### src/rtl/axil_cmd_master.sv
// Turns simple valid/ready commands into single AXI-Lite reads or writes.
// One transaction is in flight at a time; the response is held until yumi_i.
module axil_cmd_master #(
    parameter int addr_width_p = 10,
    parameter int data_width_p = 32
) (
    input  logic                      clk_i,
    input  logic                      reset_i,

    input  logic                      v_i,
    output logic                      ready_o,
    input  logic                      w_i,
    input  logic [addr_width_p-1:0]   addr_i,
    input  logic [data_width_p-1:0]   data_i,

    output logic                      v_o,
    input  logic                      yumi_i,
    output logic [data_width_p-1:0]   data_o,
    output logic                      err_o,

    output logic [addr_width_p-1:0]   m_axil_awaddr,
    output logic                      m_axil_awvalid,
    input  logic                      m_axil_awready,

    output logic [data_width_p-1:0]   m_axil_wdata,
    output logic [data_width_p/8-1:0] m_axil_wstrb,
    output logic                      m_axil_wvalid,
    input  logic                      m_axil_wready,

    input  logic [1:0]                m_axil_bresp,
    input  logic                      m_axil_bvalid,
    output logic                      m_axil_bready,

    output logic [addr_width_p-1:0]   m_axil_araddr,
    output logic                      m_axil_arvalid,
    input  logic                      m_axil_arready,

    input  logic [data_width_p-1:0]   m_axil_rdata,
    input  logic [1:0]                m_axil_rresp,
    input  logic                      m_axil_rvalid,
    output logic                      m_axil_rready
);

    typedef enum logic [2:0] {IDLE, WR, WAIT_B, RD, WAIT_R, RESP} state_e;

    state_e                    state_q;
    logic [addr_width_p-1:0]   addr_q;
    logic [data_width_p-1:0]   wdata_q;
    logic                      awvalid_q;
    logic                      wvalid_q;
    logic                      arvalid_q;
    logic                      v_q;
    logic [data_width_p-1:0]   data_q;
    logic                      err_q;

    always_ff @(posedge clk_i) begin
        if (reset_i) begin
            state_q   <= IDLE;
            addr_q    <= '0;
            wdata_q   <= '0;
            awvalid_q <= 1'b0;
            wvalid_q  <= 1'b0;
            arvalid_q <= 1'b0;
            v_q       <= 1'b0;
            data_q    <= '0;
            err_q     <= 1'b0;
        end else begin
            case (state_q)
                IDLE: begin
                    if (v_i) begin
                        addr_q <= addr_i;
                        if (w_i) begin
                            wdata_q   <= data_i;
                            awvalid_q <= 1'b1;
                            wvalid_q  <= 1'b1;
                            state_q   <= WR;
                        end else begin
                            arvalid_q <= 1'b1;
                            state_q   <= RD;
                        end
                    end
                end
                WR: begin
                    // AW and W retire independently; leave once neither is still pending.
                    if (m_axil_awready) awvalid_q <= 1'b0;
                    if (m_axil_wready)  wvalid_q  <= 1'b0;
                    if ((!awvalid_q || m_axil_awready) && (!wvalid_q || m_axil_wready))
                        state_q <= WAIT_B;
                end
                WAIT_B: begin
                    if (m_axil_bvalid) begin
                        data_q  <= '0;
                        err_q   <= |m_axil_bresp;
                        v_q     <= 1'b1;
                        state_q <= RESP;
                    end
                end
                RD: begin
                    if (m_axil_arready) begin
                        arvalid_q <= 1'b0;
                        state_q   <= WAIT_R;
                    end
                end
                WAIT_R: begin
                    if (m_axil_rvalid) begin
                        data_q  <= m_axil_rdata;
                        err_q   <= |m_axil_rresp;
                        v_q     <= 1'b1;
                        state_q <= RESP;
                    end
                end
                RESP: begin
                    if (yumi_i) begin
                        v_q     <= 1'b0;
                        state_q <= IDLE;
                    end
                end
                default: state_q <= IDLE;
            endcase
        end
    end

    assign ready_o        = (state_q == IDLE);
    assign v_o            = v_q;
    assign data_o         = data_q;
    assign err_o          = err_q;
    assign m_axil_awaddr  = addr_q;
    assign m_axil_awvalid = awvalid_q;
    assign m_axil_wdata   = wdata_q;
    assign m_axil_wstrb   = '1;
    assign m_axil_wvalid  = wvalid_q;
    assign m_axil_bready  = (state_q == WAIT_B);
    assign m_axil_araddr  = addr_q;
    assign m_axil_arvalid = arvalid_q;
    assign m_axil_rready  = (state_q == WAIT_R);

endmodule

### config.mk
export PLATFORM = sky130hd
export DESIGN_NAME = axil_cmd_master
export DESIGN_NICKNAME = d
export VERILOG_FILES = /design/src/rtl/axil_cmd_master.sv
export SDC_FILE = /design/constraint.sdc
export NUM_CORES = 1
export LEC_CHECK = 0
export ABC_AREA = 1
export CAP_MARGIN = 20
export CORE_ASPECT_RATIO = 1.5
export CORE_MARGIN = 2
export CORE_UTILIZATION = 37
export DETAILED_ROUTE_END_ITERATION = 16
export DONT_BUFFER_PORTS = 1
export HOLD_SLACK_MARGIN = 0.1
export PLACE_DENSITY = 0.54
export SYNTH_ARGS = -nofsm -noshare
export SYNTH_HDL_FRONTEND = slang
export SYNTH_SLANG_ARGS = --single-unit
export TNS_END_PERCENT = 100
### constraint.sdc
create_clock -name clk_i -period 3.91 [get_ports clk_i]
set_input_delay 0.782 -clock clk_i [delete_from_list [all_inputs] [get_ports clk_i]]
set_output_delay 0.782 -clock clk_i [all_outputs]
set_load 0.01 [all_outputs]
==> results.tsv <==
stage	metric	value	unit
clock_network	cts.repair.resized	0	
critical_path	r2r-start	state_q[0]$_SDFFE_PP0P_	
clock_network	path_clk_slew	0.06	ns
floorplanning	fp.dieH	124	µm
logic_synthesis	synthCells	497	
drt	vias_per_cell	4.82	
global_routing	grt_pass1_vias	2724	
placement	io_buffers	0	
drt	drc	0	
cells_and_area	fill_cells	1001	
critical_path	cp_slowest_cell	inv_4	
sta	slew_violations	0	
logic_synthesis	synth_top_area_share	46.6	%
critical_path	r2r_cells	7	
cells_and_area	multi_input_area	1300	µm²
logic_synthesis	synth-warning-count	0	
drt	firstDrtPassIters	4	
placement	dp_hpwl	5510	µm
cells_and_area	regArea	1640	µm²
critical_path	crit_cells	7	
sta	fmax	464	MHz
logic_synthesis	synthArstFlopShare	0	%
critical_path	cp_num_buf_inv	1	
logic_synthesis	synth_edf_count	0	
critical_path	startpoint	state_q[0]$_SDFFE_PP0P_	
cells_and_area	layout_commonest_cell	nor2_1	
sta	worst_slew_pin_slew	0.947	ns
floorplanning	io-pin-count	184	
clock_network	clock_latency	0.33	ns
logic_synthesis	synth_cell_types	22	
flow_run	max-cap-violations	0	
critical_path	r2r_end	data_o[13]$_SDFFE_PP0P_	
critical_path	cp_common_cell	nor2_1	
critical_path	cp.arrival	2.41	ns
critical_path	critical_path.endpoint	data_o[13]$_SDFFE_PP0P_	
outcome	status	finished clean	
logic_synthesis	yosysSeqAreaShare	46.6	%
floorplanning	rows	43	
drt	wl_per_cell	13.0	µm
sta	fin_tns_setup	0	ns
critical_path	cp_cell_sequence	nor2_4, nand2_4, nand2_1, nand3_2, inv_4, nor2_1, nor2_1	
drt	wirelength	7670	µm
pwr	p_per_area	753	nW/µm²
cells_and_area	nets	560	
logic_synthesis	synth_area	3520	µm²
pwr	p_total	2810	µW
floorplanning	core-area	9250	µm²
pwr	power_leakage	0.00164	µW
clock_network	hold_buffers	0	
critical_path	critPathTopFamily	simple AND/OR/NAND/NOR gates	
logic_synthesis	syn_area_per_cell	7.09	µm²
clock_network	cts_root_buffer	clkbuf_16	
global_routing	grt_overflow	0	
cells_and_area	diodes	0	
drt	num_vias	2839	
logic_synthesis	synth-main-ff-cell	dfxtp_1	
cells_and_area	final_cell_mix	nor2_1 (119), dfxtp_1 (82), inv_1 (80)	
clock_network	htreeDepth	3	
clock_network	cts.path.max_buffers	2	
pwr	peakVddDrop	0.345	mV
critical_path	cp-end-kind	flip-flop	
critical_path	crit_type	flip-flop to flip-flop	
floorplanning	die_area	10300	µm²
clock_network	cts_buffers	9	
global_routing	grt_pass1_wl	12500	µm
critical_path	start_kind	flip-flop	
drt	drt_iter0_drc	170	
critical_path	regToRegSetupSlack	1.75	ns
logic_synthesis	ys_ff_latch	82	
sta	hold_viol	0	
clock_network	cts_tree	done	
sta	finClkSkew	0.00596	ns
cells_and_area	area_growth_syn_to_layout	5.97	%
sta	period_share	55.1	%
hold_path	hp-class	flip-flop to flip-flop	
cells_and_area	drive_above_1_share	5.45	%
sta	slew_headroom	36.8	%
sta	rsz0062_at_grt	false	
critical_path	critical_path_required	4.16	ns
drt	ant_nets	0	
clock_network	cts.sinks	82	
global_routing	antenna_found_initial	0	
floorplanning	start_util	38.1	%
floorplanning	die_w	83.7	µm
logic_synthesis	synth_area_leader_cell	dfxtp_1	
critical_path	critPathMaxFanout	36	
placement	gp_congestion	0.773	
sta	min_period	2.16	ns
global_routing	grt_use_total	14.9	%
sta	setup_viol	0	
critical_path	slowest_delay	0.45	ns
global_routing	grt_max_degree	67	
clock_network	postCtsSetupBuffers	0	
logic_synthesis	synth_area_leaders	dfxtp_1 (47%), nor2_1 (13%), o21ai_0 (9.5%)	
[tightest hold or removal path: cells and delay by family, from the launching register on]
kind / cells / cell delay [ns]
buffers and inverters: 1 / 0.06
DFF: 1 / 0.34
AOI/OAI and AO/OA: 1 / 0.05
[cell families (layout without fill, tap and decap cells)]
group,count (synthesis),after routing,synth area share [%]
AO/OA/AOI/OAI,113,113,16.1
other,1,4,0.106
flip-flops,82,82,46.6
buffers and inverters,124,101,16.7
AND/OR/NAND/NOR,177,177,20.5
[report_power, final]
group	switching [µW]	internal (µW)	leakage [µW]
Combinational	433	224	0.000820
Sequential	271	1050	0.000670
Clock	326	512	0.000145
[per-layer routing]
layer | vias to the layer above | GRT usage (%) | share of wire, % | wire length, µm
li1 | 1468 | - | - | -
met5 | - | 0 | 0 | 0
met3 | 8 | 6.68 | 10 | 778
met1 | 1242 | 15.7 | 39 | 3000
met2 | 121 | 26.0 | 49 | 3770
met4 | 0 | 6.05 | 1.7 | 128
[through the flow]
stage	setup WS (ns)	instances	instance area, µm²	hold WS (ns)	util [%]
final	1.75	589	3730	0.490	40.3
after CTS	1.44	588	3710	0.491	40.1
after global placement	1.57	572	3410	0.476	36.9
after detailed placement	1.46	572	3410	0.482	36.9
after floorplan	2.12	500	3530	0.468	-
after global routing	1.47	589	3730	0.496	40.3
[how the worst min path moves through the flow]
stage                                  start  slack [ns]  cells after the start                       endpoint
2_1_floorplan  m_axil_wdata[10]$_SDFFE_PP0P_        0.47                      2  m_axil_wdata[10]$_SDFFE_PP0P_
3_3_place_gp   m_axil_wdata[28]$_SDFFE_PP0P_        0.48                      2  m_axil_wdata[28]$_SDFFE_PP0P_
3_5_place_dp    m_axil_wdata[8]$_SDFFE_PP0P_        0.48                      2   m_axil_wdata[8]$_SDFFE_PP0P_
4_1_cts         m_axil_wdata[8]$_SDFFE_PP0P_        0.49                      2   m_axil_wdata[8]$_SDFFE_PP0P_
5_1_grt                              reset_i        0.50                      1  m_axil_araddr[5]$_SDFFE_PP0P_
6_report        m_axil_wdata[8]$_SDFFE_PP0P_        0.49                      2   m_axil_wdata[8]$_SDFFE_PP0P_
[area by class of cell]
cell class | count | area share (%)
multi-input combinational | 294 | 34.9
tap | 112 | 3.75
timing repair buffer | 3 | 0.938
sequential | 82 | 44.0
clock buffer | 10 | 6.40
clock inverter | 6 | 1.71
inverter | 82 | 8.31
[synthesized netlist by cell type, types with 2 or more instances]
master / n
o21ai_0: 67
nor2_1: 119
inv_1: 80
dfxtp_1: 82
nand3_1: 18
nand3_2: 2
buf_2: 4
clkbuf_1: 13
clkbuf_2: 3
a21oi_1: 45
buf_4: 14
buf_6: 8
nand2_1: 33
[registers in the layout, indices dropped and copies added (netlist names)]
signal and count:
v_o 1, m_axil_awvalid 1, m_axil_wdata 32, err_o 1, state_q 3, m_axil_arvalid 1, data_o 32, m_axil_araddr 10
m_axil_wvalid 1
Note: power is estimated with default switching activity, not from simulation.
